$ cat src/rtl/sub16_nibble_sequencer.sv
// Nibble-serial unsigned subtractor: z = {borrow, x - y}.
// A single 4-bit ripple-borrow slice is reused once per nibble, least
// significant nibble first, with the borrow carried between steps in a
// register. Handshake: operands enter in IDLE, the result is offered in DONE.
module sub16_nibble_sequencer #(
    parameter int WIDTH = 16
) (
    input  logic             clk,
    input  logic             rst,
    input  logic             in_valid,
    output logic             in_ready,
    input  logic [WIDTH-1:0] x,
    input  logic [WIDTH-1:0] y,
    output logic             out_valid,
    input  logic             out_ready,
    output logic [WIDTH:0]   z,
    output logic             busy
);

    localparam int NIB = WIDTH / 4;
    localparam int CW  = (NIB > 1) ? $clog2(NIB) : 1;
    localparam logic [CW-1:0] LAST_CNT = CW'(NIB - 1);

    typedef enum logic [1:0] {
        IDLE = 2'd0,
        RUN  = 2'd1,
        DONE = 2'd2
    } state_t;

    state_t           state_r;
    logic [CW-1:0]    cnt_r;
    logic             borrow_r;
    logic [WIDTH-1:0] x_r;
    logic [WIDTH-1:0] y_r;
    logic [WIDTH:0]   z_r;

    logic [3:0]       a_nib_s;
    logic [3:0]       b_nib_s;
    logic [4:0]       slice_s;
    logic [3:0]       diff_s;
    logic             bout_s;

    // Four full-subtractor cells chained LSB to MSB; returns {Bout, D[3:0]}.
    function automatic logic [4:0] sub_slice(
        input logic [3:0] a,
        input logic [3:0] b,
        input logic       bin
    );
        logic [3:0] d;
        logic       br;
        d  = 4'b0000;
        br = bin;
        for (int i = 0; i < 4; i++) begin
            d[i] = a[i] ^ b[i] ^ br;
            br   = (~a[i] & b[i]) | (~(a[i] ^ b[i]) & br);
        end
        return {br, d};
    endfunction

    // Select the current nibble of the captured operands and run the shared slice.
    always_comb begin
        a_nib_s = x_r[{cnt_r, 2'b00} +: 4];
        b_nib_s = y_r[{cnt_r, 2'b00} +: 4];
        slice_s = sub_slice(a_nib_s, b_nib_s, borrow_r);
        diff_s  = slice_s[3:0];
        bout_s  = slice_s[4];
    end

    // Sequencer: capture in IDLE, one nibble per RUN cycle, hold result in DONE.
    always_ff @(posedge clk or posedge rst) begin
        if (rst) begin
            state_r  <= IDLE;
            cnt_r    <= '0;
            borrow_r <= 1'b0;
            x_r      <= '0;
            y_r      <= '0;
            z_r      <= '0;
        end else begin
            case (state_r)
                IDLE: begin
                    if (in_valid) begin
                        x_r      <= x;
                        y_r      <= y;
                        borrow_r <= 1'b0;
                        cnt_r    <= '0;
                        state_r  <= RUN;
                    end else begin
                        state_r  <= IDLE;
                    end
                end
                RUN: begin
                    z_r[{cnt_r, 2'b00} +: 4] <= diff_s;
                    borrow_r                 <= bout_s;
                    if (cnt_r == LAST_CNT) begin
                        z_r[WIDTH] <= bout_s;
                        cnt_r      <= '0;
                        state_r    <= DONE;
                    end else begin
                        cnt_r      <= cnt_r + CW'(1);
                        state_r    <= RUN;
                    end
                end
                DONE: begin
                    // Result stays put under backpressure; no direct path back to RUN.
                    if (out_ready) begin
                        state_r <= IDLE;
                    end else begin
                        state_r <= DONE;
                    end
                end
                default: begin
                    state_r <= IDLE;
                end
            endcase
        end
    end

    // Handshake and status flags decode straight from the state register.
    always_comb begin
        in_ready  = (state_r == IDLE);
        out_valid = (state_r == DONE);
        busy      = (state_r != IDLE);
        z         = z_r;
    end

endmodule
$ cat config.mk
export PLATFORM = sky130hd
export DESIGN_NAME = sub16_nibble_sequencer
export DESIGN_NICKNAME = d
export VERILOG_FILES = /design/src/rtl/sub16_nibble_sequencer.sv
export SDC_FILE = /design/constraint.sdc
export NUM_CORES = 1
export LEC_CHECK = 0
export ABC_AREA = 1
export CORE_ASPECT_RATIO = 0.7
export CORE_MARGIN = 1.5
export CORE_UTILIZATION = 55
export CTS_CLUSTER_DIAMETER = 30
export DETAILED_ROUTE_END_ITERATION = 10
export PLACE_DENSITY = 0.84
export SLEW_MARGIN = 20
export SYNTH_ARGS = -nofsm -noshare
export SYNTH_HDL_FRONTEND = slang
export SYNTH_SLANG_ARGS = --single-unit
$ cat constraint.sdc
create_clock -name clk -period 5.23 [get_ports clk]
set_input_delay 0.7845 -clock clk [delete_from_list [all_inputs] [get_ports clk]]
set_output_delay 0.7845 -clock clk [all_outputs]
set_load 0.1 [all_outputs]
# Yosys cells after proc, flatten, opt, wreduce, memory -nomap -nowiden
# Index checks and enable logic that the tools add are counted.
classes:
  addsub: 2
  eq_ne: 4
  shift: 4
  muxes: 11
  bitwise_logic: 28
  n_reduce_logical: 5
op_table:
  columns: ["cell", "n"]
  rows:
  - ["16-bit by 5-bit variable part select with 4-bit output", 2]
  - ["17-bit bitwise mux", 1]
  - ["4-bit by 6-bit variable shift with 17-bit output (first input constant)", 1]
  - ["4-bit by 6-bit variable part select with 17-bit output", 1]
  - ["1-bit bitwise AND", 8]
  - ["2-bit two-way mux", 4]
  - ["1-bit NOT", 8]
  - ["1-bit XOR", 8]
  - ["4-bit negation with 6-bit output", 1]
  - ["2-bit case mux with 3 select lines", 1]
  - ["2-bit equality test (second input constant)", 2]
  - ["1-bit bitwise OR", 4]
  - ["2-bit case mux with 2 select lines", 1]
  - ["2-bit AND reduction", 2]
  - ["2-bit nonzero test", 2]
  - ["1-bit two-way mux", 3]
  - ["2-bit by 1-bit adder with 2-bit output (second input constant)", 1]
  - ["2-bit by 1-bit equality test with 1-bit output (second input constant)", 1]
  - ["2-bit logical NOT", 1]
  - ["2-bit inequality test (second input constant)", 1]
  - ["1-bit case mux with 2 select lines", 1]
totals:
  reg_bits: 54
  input_bits: 36
  output_inout_bits: 20
  elab_cells: 60

# Longest topological paths before layout
logic_depth:
  word_depth: 13
  ltp_mapped: 16
  ltp_nobuf: 14

# Least setup slack after synthesis
# Ideal clock, no wire load.
synth_timing:
  kind: "register to register"
  startpoint: "register cnt_r[1]"
  endpoint: "register z_r[7], in the netlist z[7]"
  setup_ns: 0.083
  t_arrival_ns: 2.772
  required_ns: 5.147
  path_slack_ns: 2.376
  stages_incl_launch_ff: 16
  n_path_buf: 2
  period_less_slack_ns: 2.854
  cell_sequence: "dfrtp_1 -> buf_2 -> inv_1 -> buf_2 -> a21oi_1 -> o21ai_0 -> nand2_1 -> fa_1 -> inv_1 -> fa_1 -> fa_1 -> inv_1 -> fa_1 -> nor2_1 -> nand2_1 -> o21ai_0"
synth_between:
  elab_chain_len: 12
  elab_cells_between_ends: 29
  cone_classes: "add/sub: 1; shift: 4; mux: 1; bitwise: 23"
synth_rtl:
  columns: ["item", "line", "source"]
  rows:
  - ["start: declaration", "31", "logic [CW-1:0] cnt_r;"]
  - ["start signal: assignment", "99", "cnt_r <= cnt_r + CW'(1);"]
  - ["16-bit by 5-bit variable part select with 4-bit output, on equally long branches", "62, 63", null]
  - ["1-bit XOR", "54, 55", null]
  - ["1-bit NOT", "55", "br = (~a[i] & b[i]) | (~(a[i] ^ b[i]) & br);"]
  - ["1-bit bitwise AND", "55", null]
  - ["1-bit bitwise OR", "55", null]
  - ["1-bit bitwise AND", "55", null]
  - ["1-bit bitwise OR", "55", null]
  - ["1-bit bitwise AND", "55", null]
  - ["1-bit bitwise OR", "55", null]
  - ["1-bit XOR", "54", "d[i] = a[i] ^ b[i] ^ br;"]
  - ["4-bit by 6-bit variable part select with 17-bit output", "92", "z_r[{cnt_r, 2'b00} +: 4] <= diff_s;"]
  - ["17-bit bitwise mux *", "92", null]
  - ["end signal: indexed assignment", "92", null]
  - ["end signal: indexed assignment", "95", "z_r[WIDTH] <= bout_s;"]
  - ["end: declaration", "35", "logic [WIDTH:0] z_r;"]
# Every way passes the cells marked *; elsewhere a longest branch is shown, timed or not.
# A chain may end at the register's enable or synchronous reset.

# Final worst setup path
layout_timing:
  startpoint: "register cnt_r[0]"
  endpoint: "register z_r[7], in the netlist z[7]"
# The elaborated chain is that of the path after synthesis.

==> flow_results.xml <==
<?xml version="1.0" encoding="UTF-8"?>
<metrics>
  <group name="status">
    <metric name="run_status" unit="">complete, no violations</metric>
  </group>
  <group name="global_route">
    <metric name="top_usage_layer" unit="">met2</metric>
    <metric name="antenna_found_initial" unit="">0</metric>
    <metric name="met1_usage" unit="">0.369</metric>
    <metric name="global_route.usage.met2" unit="">0.370</metric>
    <metric name="grt_pass1_wl" unit="microns">9930</metric>
    <metric name="grt_util_met3" unit="">0.0523</metric>
    <metric name="vias_in_the_first_global_route" unit="">2096</metric>
    <metric name="globalRouteTotalUtil" unit="">0.245</metric>
    <metric name="pin_count_of_the_biggest_net_entering_global_routing" unit="">55</metric>
    <metric name="grt_remaining_overflow" unit="">0</metric>
  </group>
  <group name="clocking">
    <metric name="clock_sinks" unit="">54</metric>
    <metric name="cts.clk_slew.worst_paths" unit="ns">0.09</metric>
    <metric name="htree_levels" unit="">2</metric>
    <metric name="tritoncts" unit="">yes</metric>
    <metric name="clkLatencyLatePin" unit="ns">0.31</metric>
    <metric name="post_cts_repair_setup_buffers" unit="">0</metric>
    <metric name="cts_buffer_depth" unit="">2</metric>
    <metric name="cts_root_buffer" unit="">clkbuf_8</metric>
    <metric name="hold_buffers" unit="">0</metric>
    <metric name="cts_made_buffers" unit="">5</metric>
    <metric name="post_cts_resize_count" unit="">0</metric>
  </group>
  <group name="die">
    <metric name="floorplan.initialDensity" unit="">0.591</metric>
    <metric name="coreArea" unit="sq mm">0.00450</metric>
    <metric name="io-pin-count" unit="">56</metric>
    <metric name="dieWidth" unit="microns">86.2</metric>
    <metric name="die_y" unit="microns">61.2</metric>
    <metric name="die_area" unit="sq mm">0.00528</metric>
    <metric name="rows" unit="">20</metric>
  </group>
  <group name="synth">
    <metric name="mappedNetlistNets" unit="">378</metric>
    <metric name="synth_enable_flop_cells" unit="">0</metric>
    <metric name="yosysTopAreaCellShare" unit="">0.507</metric>
    <metric name="post_synth_main_area_contributors" unit="">dfrtp_1 (51%), nand2_1 (17%), nand3_1 (8.3%)</metric>
    <metric name="syn-instance-count" unit="">331</metric>
    <metric name="synth_area_leader_cell" unit="">dfrtp_1</metric>
    <metric name="asyncSetResetFlopFracSynth" unit="">1.00</metric>
    <metric name="netlist_top_cells_count" unit="">nand2_1 (119), dfrtp_1 (54), nand3_1 (44), inv_1 (25), nor2_1 (24)</metric>
    <metric name="synthesis.area" unit="sq mm">0.00266</metric>
    <metric name="synth.most_common_cell" unit="">nand2_1</metric>
    <metric name="post_synthesis_sequential_area_ratio" unit="">0.507</metric>
    <metric name="ys_ff_latch" unit="">54</metric>
    <metric name="synth_top_flop_cell" unit="">dfrtp_1</metric>
    <metric name="post_synth_num_cell_types" unit="">17</metric>
    <metric name="yosys_warnings" unit="">0</metric>
    <metric name="post_synth.cell_area_avg" unit="sq um">8.05</metric>
  </group>
  <group name="drt">
    <metric name="routed_wire_length" unit="microns">5790</metric>
    <metric name="detail_route.wl_per_cell" unit="microns">13.3</metric>
    <metric name="first_pass_iters" unit="">4</metric>
    <metric name="post-route-drc-count" unit="">0</metric>
    <metric name="via_per_inst" unit="">5.26</metric>
    <metric name="postRouteAntennaNets" unit="">0</metric>
    <metric name="first_iter_violations" unit="">160</metric>
    <metric name="dr_total_vias" unit="">2282</metric>
  </group>
  <group name="timing">
    <metric name="fin_worst_skew" unit="ns">0.0105</metric>
    <metric name="maxClockFrequency" unit="MHz">284</metric>
    <metric name="totalNegativeSetupSlack" unit="ns">0</metric>
    <metric name="final-hold-violation-count" unit="">0</metric>
    <metric name="grt_setup_unrepaired" unit="">false</metric>
    <metric name="slew_headroom" unit="">0.352</metric>
    <metric name="min_cycle_time_layout" unit="ns">3.52</metric>
    <metric name="drv_slew" unit="">0</metric>
    <metric name="final_min_period_over_clock_period" unit="">0.673</metric>
    <metric name="worst-slew-pin-transition" unit="ns">0.969</metric>
    <metric name="finalSetupViolations" unit="">0</metric>
  </group>
  <group name="cells_and_area">
    <metric name="fillCellCount" unit="">360</metric>
    <metric name="num-nets-final" unit="">425</metric>
    <metric name="area.growth.synth_to_final" unit="%">24.7</metric>
    <metric name="fin_cells" unit="">434</metric>
    <metric name="final_core_utilization" unit="">0.737</metric>
    <metric name="diodes" unit="">0</metric>
    <metric name="drive_gt1_frac" unit="">0.0317</metric>
  </group>
  <group name="run">
    <metric name="drv.max_cap_violation_count" unit="">0</metric>
  </group>
  <group name="power_and_ir_drop">
    <metric name="ir_worst_vdd" unit="uV">405</metric>
    <metric name="p_per_area" unit="mW/mm^2">714</metric>
    <metric name="p_leak" unit="nW">1.66</metric>
  </group>
  <group name="placed_design">
    <metric name="buffer_ports.inserted" unit="">55</metric>
    <metric name="gp_congestion" unit="">0.871</metric>
    <metric name="dpl.hpwl" unit="microns">4120</metric>
    <metric name="post-place-cells" unit="">426</metric>
  </group>
  <group name="critical_path">
    <metric name="critPathLaunchType" unit="">flip-flop</metric>
    <metric name="r2r.worst_path.cells" unit="">13</metric>
    <metric name="cp-startpoint" unit="">cnt_r[0]</metric>
    <metric name="critPathRequiredTime" unit="ns">5.46</metric>
    <metric name="setup.worst_path.end" unit="">z[7]</metric>
    <metric name="reg2reg_slack" unit="ns">1.71</metric>
    <metric name="worst_ep_arrival_time" unit="ns">3.75</metric>
    <metric name="timing_worst_setup_path_type" unit="">reg -&gt; reg</metric>
    <metric name="r2r_end" unit="">z[7]</metric>
    <metric name="cp-end-kind" unit="">flip-flop</metric>
    <metric name="timing.rr.start" unit="">cnt_r[0]</metric>
    <metric name="worst-path-max-fanout" unit="">28</metric>
  </group>
  <group name="hold_path">
    <metric name="min-delay-path-class" unit="">reg -&gt; reg</metric>
  </group>
</metrics>
## metal layers
metal	part of all wire	vias up
li1	-	1140
met1	0.50	1041
met2	0.42	91
met3	0.069	10
met4	0.010	0
met5	0	-
## state kept, by name, indices dropped and copies added, names as in the netlist
register  cells
state_r       2
cnt_r         2
y_r          16
z            17
borrow_r      1
x_r          16
## metrics by stage
stage                     setup WS (ns)  cell area, sq um  total power [W]  hold slack [ns]
after global placement             1.85              3210          0.00205            0.456
final                              1.71              3320          0.00237            0.482
after CTS                          1.56              3310          0.00237            0.484
after detailed placement           1.77              3210          0.00209            0.461
after global routing               1.39              3320          0.00256            0.502
after floorplan                    2.38              2660          0.00177            0.437
## cell families after synthesis
family	count (synthesis)	synth area share
adder cells (fa/ha/maj)	11	0.0629
AND/OR/NAND/NOR	189	0.291
buffers and inverters	42	0.0695
AO/OA/AOI/OAI	35	0.0690
flip-flops	54	0.507
## worst min path at each step
stage,startpoint,to,depth (start not counted)
floorplan,x_r[14],x_r[14],2
global placement,y_r[6],y_r[6],2
detailed placement,x_r[8],x_r[8],2
CTS,x_r[8],x_r[8],2
global route,y_r[15],y_r[15],2
finish,x_r[15],x_r[15],2
## cell usage in the layout (no fill, tap or decap), types with 4 or more instances in the layout
cell type	synthesis	routed
clkdlybuf4s50_1	0	55
nand3_1	44	44
dfrtp_1	54	54
inv_1	25	24
o21ai_0	21	21
a21oi_1	10	10
ha_1	7	7
nor2_1	24	23
nand2_1	119	118
clkbuf_8	0	5
fa_1	4	4
## power breakdown
group          internal, W  leakage [nW]  switching, W
sequential        0.000592         0.681      0.000137
combinational     0.000399         0.926      0.000970
clock             0.000143        0.0524      0.000131
total              0.00113          1.66       0.00124
## worst max-delay path, cell delays in order (launching register included)
cell and delay, ns:
dfrtp_1 0.79, inv_2 0.36, a21oi_1 0.21, o21ai_0 0.09
nand2_1 0.09, fa_1 0.16, inv_1 0.05, fa_1 0.37
fa_1 0.37, inv_1 0.07, fa_1 0.43, nor2_1 0.20
nand2_1 0.07, o21ai_0 0.17
## area by class of cell
| class | count | area [sq um] | share of cell area |
|---|---|---|---|
| inverters | 26 | 98.8 | 0.0298 |
| clock inverters | 1 | 30.0 | 0.00904 |
| well taps | 55 | 68.8 | 0.0207 |
| multi-input cells | 235 | 1140 | 0.343 |
| clock buffers | 7 | 76.3 | 0.0230 |
| repair buffers | 56 | 558 | 0.168 |
| flip-flops and latches | 54 | 1350 | 0.407 |
Note: power is estimated with default switching activity, not from simulation.
